--- config.mk ---
export PLATFORM = sky130hd
export DESIGN_NAME = rr_lock_arbiter_flat
export DESIGN_NICKNAME = d
export VERILOG_FILES = /design/src/rtl/arb_pkg.sv /design/src/rtl/rr_lock_arbiter_if.sv /design/src/rtl/rr_lock_arbiter_rr_pick.sv /design/src/rtl/rr_lock_arbiter.sv /design/src/flat_wrapper.sv
export SDC_FILE = /design/constraint.sdc
export NUM_CORES = 1
export LEC_CHECK = 0
export BUFFER_PORTS_ARGS = -buffer_cell sky130_fd_sc_hd__buf_2
export CORE_UTILIZATION = 42
export DETAILED_ROUTE_END_ITERATION = 6
export PLACE_DENSITY_LB_ADDON = 0.12
export SLEW_MARGIN = 10
export SYNTH_ARGS = -nofsm -noshare
export SYNTH_HDL_FRONTEND = slang
export SYNTH_SLANG_ARGS = --single-unit
--- constraint.sdc ---
create_clock -name clock -period 6.2 [get_ports clock]
set_clock_uncertainty 0.2 [all_clocks]
set_input_delay 1.24 -clock clock [delete_from_list [all_inputs] [get_ports clock]]
set_output_delay 1.24 -clock clock [all_outputs]
set_load 0.01 [all_outputs]
--- src/rtl/arb_pkg.sv ---
// Shared definitions for the round-robin lock arbiter: FSM encodings,
// hold counter width and a constant clog2 helper.
package arb_pkg;

    // FSM encodings, kept as plain constants so older code can match on them.
    localparam logic [0:0] ST_IDLE  = 1'b0;
    localparam logic [0:0] ST_GRANT = 1'b1;

    // Width of the saturating hold counter (MAX_HOLD is at most 255).
    localparam int HOLD_CNT_W = 8;

    // Ceiling log2 for elaboration-time width calculations.
    function automatic int clog2(input int value);
        int result;
        result = 0;
        for (int v = value - 1; v > 0; v = v >> 1) begin
            result = result + 1;
        end
        return result;
    endfunction

endpackage

--- src/rtl/rr_lock_arbiter_if.sv ---
// Requester/arbiter bundle. Requesters (master) drive level requests; the
// arbiter (slave) returns a registered one-hot grant plus its decoded forms.
//
// Handshake: req[i] is a level held by requester i until it is granted and has
// finished; gnt[i] is registered and appears one cycle after req is sampled.
// While gnt[i] is high requester i owns the resource; dropping req[i] releases
// it. Requesters must not withdraw req before being granted.
interface rr_lock_arbiter_if #(
    parameter int NUM_REQ = 4,
    parameter int ID_W    = 2
);
    logic [NUM_REQ-1:0] req;
    logic [NUM_REQ-1:0] gnt;
    logic               gnt_valid;
    logic [ID_W-1:0]    gnt_id;
    logic               preempt;

    modport master (
        output req,
        input  gnt,
        input  gnt_valid,
        input  gnt_id,
        input  preempt
    );

    modport slave (
        input  req,
        output gnt,
        output gnt_valid,
        output gnt_id,
        output preempt
    );
endinterface

--- src/rtl/rr_lock_arbiter_rr_pick.sv ---
// Combinational round-robin priority encoder: returns the first set bit of
// req_i searching upward from ptr_i and wrapping modulo NUM_REQ.
module rr_pick
    import arb_pkg::*;
#(
    parameter int NUM_REQ = 4,
    parameter int ID_W    = clog2(NUM_REQ)
) (
    input  logic [NUM_REQ-1:0] req_i,
    input  logic [ID_W-1:0]    ptr_i,
    output logic [NUM_REQ-1:0] win_o,
    output logic [ID_W-1:0]    win_id_o,
    output logic               any_o
);

    // One extra bit so ptr + offset can exceed NUM_REQ-1 before wrapping.
    logic [ID_W:0] idx;

    // Scan NUM_REQ positions starting at ptr_i; the first hit wins.
    always_comb begin
        win_o    = '0;
        win_id_o = '0;
        any_o    = 1'b0;
        idx      = '0;
        for (int k = 0; k < NUM_REQ; k++) begin
            idx = {1'b0, ptr_i} + (ID_W + 1)'(k);
            if (idx >= (ID_W + 1)'(NUM_REQ)) begin
                idx = idx - (ID_W + 1)'(NUM_REQ);
            end
            if (!any_o && req_i[idx[ID_W-1:0]]) begin
                any_o                 = 1'b1;
                win_o[idx[ID_W-1:0]]  = 1'b1;
                win_id_o              = idx[ID_W-1:0];
            end
        end
    end

endmodule

--- src/rtl/rr_lock_arbiter.sv ---
// N-way round-robin arbiter with grant locking and bounded hold time.
// The owner keeps the grant while it requests, up to MAX_HOLD cycles when
// someone else is waiting; then it is preempted in favour of the next
// round-robin candidate. Grant, id, valid and preempt are all registered.
module rr_lock_arbiter
    import arb_pkg::*;
#(
    parameter int NUM_REQ  = 4,
    parameter int MAX_HOLD = 8,
    parameter int ID_W     = 2
) (
    input  logic                  clock,
    input  logic                  reset,
    rr_lock_arbiter_if.slave      bus,
    output logic [0:0]            dbg_state_o,
    output logic [ID_W-1:0]       dbg_ptr_o,
    output logic [HOLD_CNT_W-1:0] dbg_hold_cnt_o
);

    localparam logic [HOLD_CNT_W-1:0] HOLD_LIMIT = HOLD_CNT_W'(MAX_HOLD);

    logic [0:0]            state_q,    state_d;
    logic [ID_W-1:0]       ptr_q,      ptr_d;
    logic [HOLD_CNT_W-1:0] hold_cnt_q, hold_cnt_d;
    logic [NUM_REQ-1:0]    gnt_q,      gnt_d;
    logic [ID_W-1:0]       gnt_id_q,   gnt_id_d;
    logic                  gnt_valid_q;
    logic                  preempt_q,  preempt_d;

    logic                  owner_req;
    logic [NUM_REQ-1:0]    others_req;

    logic [NUM_REQ-1:0]    all_win;
    logic [ID_W-1:0]       all_id;
    logic                  all_any;
    logic [NUM_REQ-1:0]    msk_win;
    logic [ID_W-1:0]       msk_id;
    logic                  msk_any;

    // Round-robin pointer moves to the slot just after the winner.
    function automatic logic [ID_W-1:0] next_ptr(input logic [ID_W-1:0] id);
        if (id == ID_W'(NUM_REQ - 1)) begin
            return '0;
        end
        return id + 1'b1;
    endfunction

    assign owner_req  = |(bus.req & gnt_q);
    assign others_req = bus.req & ~gnt_q;

    // Plain pick, used from IDLE and on owner release.
    rr_pick #(
        .NUM_REQ (NUM_REQ),
        .ID_W    (ID_W)
    ) u_pick_all (
        .req_i    (bus.req),
        .ptr_i    (ptr_q),
        .win_o    (all_win),
        .win_id_o (all_id),
        .any_o    (all_any)
    );

    // Owner-masked pick, used for hold-timeout preemption.
    rr_pick #(
        .NUM_REQ (NUM_REQ),
        .ID_W    (ID_W)
    ) u_pick_masked (
        .req_i    (others_req),
        .ptr_i    (ptr_q),
        .win_o    (msk_win),
        .win_id_o (msk_id),
        .any_o    (msk_any)
    );

    // Next-state logic: grant selection, locking and preemption.
    always_comb begin
        state_d    = state_q;
        ptr_d      = ptr_q;
        hold_cnt_d = hold_cnt_q;
        gnt_d      = gnt_q;
        gnt_id_d   = gnt_id_q;
        preempt_d  = 1'b0;

        case (state_q)
            ST_IDLE: begin
                if (all_any) begin
                    state_d    = ST_GRANT;
                    gnt_d      = all_win;
                    gnt_id_d   = all_id;
                    hold_cnt_d = HOLD_CNT_W'(1);
                    ptr_d      = next_ptr(all_id);
                end else begin
                    gnt_d      = '0;
                    gnt_id_d   = '0;
                    hold_cnt_d = '0;
                end
            end

            ST_GRANT: begin
                if (!owner_req) begin
                    if (all_any) begin
                        // Hand over directly; no idle bubble.
                        gnt_d      = all_win;
                        gnt_id_d   = all_id;
                        hold_cnt_d = HOLD_CNT_W'(1);
                        ptr_d      = next_ptr(all_id);
                    end else begin
                        state_d    = ST_IDLE;
                        gnt_d      = '0;
                        gnt_id_d   = '0;
                        hold_cnt_d = '0;
                    end
                end else if (hold_cnt_q < HOLD_LIMIT) begin
                    hold_cnt_d = hold_cnt_q + 1'b1;
                end else if (msk_any) begin
                    // Owner has used its budget and someone is waiting.
                    gnt_d      = msk_win;
                    gnt_id_d   = msk_id;
                    preempt_d  = 1'b1;
                    hold_cnt_d = HOLD_CNT_W'(1);
                    ptr_d      = next_ptr(msk_id);
                end
                // Otherwise keep the owner with the counter saturated.
            end

            default: begin
                state_d    = ST_IDLE;
                gnt_d      = '0;
                gnt_id_d   = '0;
                hold_cnt_d = '0;
            end
        endcase
    end

    // State registers with synchronous, active-high reset.
    always_ff @(posedge clock) begin
        if (reset) begin
            state_q     <= ST_IDLE;
            ptr_q       <= '0;
            hold_cnt_q  <= '0;
            gnt_q       <= '0;
            gnt_id_q    <= '0;
            gnt_valid_q <= 1'b0;
            preempt_q   <= 1'b0;
        end else begin
            state_q     <= state_d;
            ptr_q       <= ptr_d;
            hold_cnt_q  <= hold_cnt_d;
            gnt_q       <= gnt_d;
            gnt_id_q    <= gnt_id_d;
            gnt_valid_q <= |gnt_d;
            preempt_q   <= preempt_d;
        end
    end

    assign bus.gnt       = gnt_q;
    assign bus.gnt_valid = gnt_valid_q;
    assign bus.gnt_id    = gnt_id_q;
    assign bus.preempt   = preempt_q;

    assign dbg_state_o    = state_q;
    assign dbg_ptr_o      = ptr_q;
    assign dbg_hold_cnt_o = hold_cnt_q;

endmodule

--- src/flat_wrapper.sv ---
// flat-port wrapper written by rule: the top's interface ports become plain ports
module rr_lock_arbiter_flat import arb_pkg::*;
#(
    parameter int NUM_REQ  = 4,
    parameter int MAX_HOLD = 8,
    parameter int ID_W     = 2
)
  (clock, reset, dbg_state_o, dbg_ptr_o, dbg_hold_cnt_o, bus_req, bus_gnt, bus_gnt_valid, bus_gnt_id, bus_preempt);
  rr_lock_arbiter_if #(.NUM_REQ(NUM_REQ), .ID_W(ID_W)) bus_i ();
  input  logic clock;
  input  logic reset;
  output logic [0:0] dbg_state_o;
  output logic [ID_W-1:0] dbg_ptr_o;
  output logic [HOLD_CNT_W-1:0] dbg_hold_cnt_o;
  input wire logic [$bits(bus_i.req)-1:0] bus_req;
  output wire logic [$bits(bus_i.gnt)-1:0] bus_gnt;
  output wire logic [$bits(bus_i.gnt_valid)-1:0] bus_gnt_valid;
  output wire logic [$bits(bus_i.gnt_id)-1:0] bus_gnt_id;
  output wire logic [$bits(bus_i.preempt)-1:0] bus_preempt;
  assign bus_i.req = bus_req;
  assign bus_gnt = bus_i.gnt;
  assign bus_gnt_valid = bus_i.gnt_valid;
  assign bus_gnt_id = bus_i.gnt_id;
  assign bus_preempt = bus_i.preempt;
  rr_lock_arbiter #(.NUM_REQ(NUM_REQ), .MAX_HOLD(MAX_HOLD), .ID_W(ID_W)) u_core (.clock(clock), .reset(reset), .bus(bus_i), .dbg_state_o(dbg_state_o), .dbg_ptr_o(dbg_ptr_o), .dbg_hold_cnt_o(dbg_hold_cnt_o));
endmodule
==> impl_metrics.json <==
{
  "status": "complete, no violations",
  "clkSlewWorstSetupHoldPaths_ns": 0.07,
  "netlist.area_leader.share_pct": 22.6,
  "portBuffers": 24,
  "dieArea_um2": 4270,
  "vias": 1673,
  "tns_ns": 0,
  "worstMarginPinSlew_ns": 0.842,
  "synthDistinctLibCells": 53,
  "drive_gt1_share_pct": 21.9,
  "hold_viol_final": 0,
  "yosysSeqAreaShare_pct": 22.6,
  "switching_share_pct": 49.8,
  "async_flop_share_pct": 0,
  "pwr-share-comb_pct": 67.1,
  "cts_max_level": 1,
  "setup_violations": 0,
  "die_w_um": 65.3,
  "core-area_um2": 3740,
  "first_pass_iters": 4,
  "clock-root-buffer": "clkbuf_8",
  "ant_nets": 0,
  "yosysTopAreaCell": "dfxtp_1",
  "vdd_drop_max_v": 0.000244,
  "drc": 0,
  "grt_usage_pct": 23.5,
  "fmax_mhz": 249,
  "p_leak_nw": 0.720,
  "synth_cells": 203,
  "hold_ws_ns": 0.275,
  "cts_buffers": 3,
  "grt_busiest_layer": "met2",
  "antenna_found_initial": 0,
  "crit_slowest_cell": "dfxtp_1",
  "cts_tree": "built",
  "area_delta_synth_final_pct": 8.77,
  "pwr-share-clk_pct": 9.3,
  "place_hpwl_um": 3570,
  "synth_area_leaders": "dfxtp_1 (23%), mux4_2 (6.7%), nor2_1 (5.6%)",
  "min_period_ns": 4.02,
  "worst_skew_pair.late_latency_ns": 0.25,
  "fill_cells": 385,
  "p_sw_w": 0.000453,
  "row_count": 22,
  "overflow": 0,
  "path_cells": "inv_1 > ha_1 > mux4_2 > or2_4 > nor3_2 > or2_2 > a21oi_1 > a211oi_2 > a41oi_1",
  "cp_max_fo": 22,
  "final_nets": 232,
  "synth_flop_cell": "dfxtp_1",
  "critPathCaptureType": "flip-flop",
  "rsz0062_at_grt": "no",
  "use_met2_pct": 37.8,
  "path_class": "flip-flop to flip-flop",
  "p_int_w": 0.000456,
  "cts-resized-gates": 0,
  "start_util_pct": 45.0,
  "ys_warn_count": 0,
  "worstPathArrival_ns": 3.95,
  "max_stage_delay_ns": 0.87,
  "place_inst": 263,
  "crit_required_ns": 6.13,
  "relSlewSlack_pct": 43.8,
  "hold_path_class": "flip-flop to flip-flop",
  "clock_sinks": 19,
  "synth.net_count": 215,
  "place_congestion": 0.981,
  "cts_hold_buffers": 0,
  "worstSetupStartpointType": "flip-flop",
  "grt_pass1_vias": 1598,
  "met3_usage_pct": 2.95,
  "p_seq_share_pct": 23.6,
  "synth_area_um2": 1680,
  "maxCapViolCount": 0,
  "use_met1_pct": 31.4,
  "place_area_um2": 1790,
  "grt_pass1_wl_um": 7780,
  "finalMaxSlewViolations": 0,
  "synth_edf_count": 0,
  "routed_wl_um": 4610,
  "ios": 25,
  "die_h_um": 65.3,
  "ys_ff_latch": 19,
  "yosys-top-cells-count": "nor2_1 (25), dfxtp_1 (19), nand2_1 (17), a21oi_1 (11), a221oi_1 (9)",
  "power_density_nw_per_um2": 496,
  "routedWlPerCell_um": 17.3,
  "yosysMostFrequentCell": "nor2_1",
  "via_per_inst": 6.27,
  "syn_area_per_cell_um2": 8.30,
  "fin_area_um2": 1830,
  "post-route-period-util_pct": 64.9,
  "grt_start_max_net_pins": 23,
  "post_cts_buffers": 0,
  "stdcell_count": 267,
  "antenna_cells": 0,
  "drtIter0Drc": 194,
  "clk_path_buf_depth": 2
}
placed cells by master, fill, tap and decap left out, types with 5 or more instances in the layout:
cell | synthesis | layout
a21oi_1 | 11 | 11
mux4_2 | 5 | 5
nor2b_1 | 5 | 5
ha_1 | 6 | 6
inv_1 | 6 | 6
o21ai_0 | 7 | 7
buf_2 | 3 | 24
a221oi_1 | 9 | 9
nor2_1 | 25 | 25
dfxtp_1 | 19 | 19
a22oi_1 | 5 | 5
a211oi_2 | 5 | 5
nor3_1 | 6 | 6
nand2_1 | 17 | 17
and2_1 | 5 | 5
area by class of cell:
type                       instances  area, um2  area share (%)
clock buffer                       3       41.3            2.25
multi-input combinational        166       1200            65.6
sequential                        19        380            20.8
timing repair buffer              24        120            6.56
clock inverter                     1       5.00           0.273
tap                               48       60.1            3.28
inverter                           6       22.5            1.23
final timing paths:
check,startpoint,endpoint,slack [ns],depth (start not counted)
hold / removal,u_core.dbg_hold_cnt_o[7],u_core.dbg_hold_cnt_o[7],0.27,1
setup reg to reg,u_core.dbg_ptr_o[0],u_core.bus.gnt_valid,2.18,9
hold reg to reg,u_core.dbg_hold_cnt_o[7],u_core.dbg_hold_cnt_o[7],0.27,1
setup / recovery,u_core.dbg_ptr_o[0],u_core.bus.gnt_valid,2.18,9
sequential cells by signal, indices dropped and copies added (netlist names):
name	flops
u_core.dbg_hold_cnt_o	8
u_core.dbg_state_o	1
u_core.bus.preempt	1
u_core.dbg_ptr_o	2
u_core.bus.gnt_valid	1
u_core.bus.gnt	4
u_core.bus.gnt_id	2
per-stage QoR:
step           power [W]  util, %  worst slack (ns)
6_report        0.000908     48.9              2.18
5_1_grt         0.000978     48.9              1.86
4_1_cts         0.000905     48.9              2.20
3_5_place_dp    0.000820     47.7              2.19
3_3_place_gp    0.000807     47.7              2.38
2_1_floorplan   0.000689        -              2.97
metal layers:
metal | vias up | share of wire [%]
met5 | - | 0
met4 | 0 | 2.5
met3 | 11 | 6.1
met2 | 71 | 48
met1 | 793 | 44
li1 | 798 | -
cells by family after synthesis:
group / Yosys count / synth area share [%]
AO/OA/AOI/OAI: 59 / 27.0
XOR/XNOR: 3 / 1.56
adder cells (fa/ha/maj): 6 / 4.46
buffers and inverters: 18 / 6.02
flip-flops: 19 / 22.6
multiplexers: 10 / 10.8
AND/OR/NAND/NOR: 88 / 27.6
power by group through the flow:
| stage | combinational, W | clock (W) | sequential (W) |
|---|---|---|---|
| CTS | 0.000605 | 0.0000866 | 0.000213 |
| global placement | 0.000592 | 0 | 0.000215 |
| global route | 0.000667 | 0.0000915 | 0.000220 |
| floorplan | 0.000491 | 0 | 0.000198 |
| finish | 0.000609 | 0.0000842 | 0.000215 |
| detailed placement | 0.000604 | 0 | 0.000216 |
worst max-delay path, delay by kind of cell, from the launching register on:
kind / cells / cell delay, ns
compound gates: 3 / 0.47
mux: 1 / 0.66
flops: 1 / 0.87
buf+inv: 1 / 0.36
fa+ha+maj: 1 / 0.64
simple gates: 3 / 0.69
No activity file was read; power rests on OpenSTA's default activity.
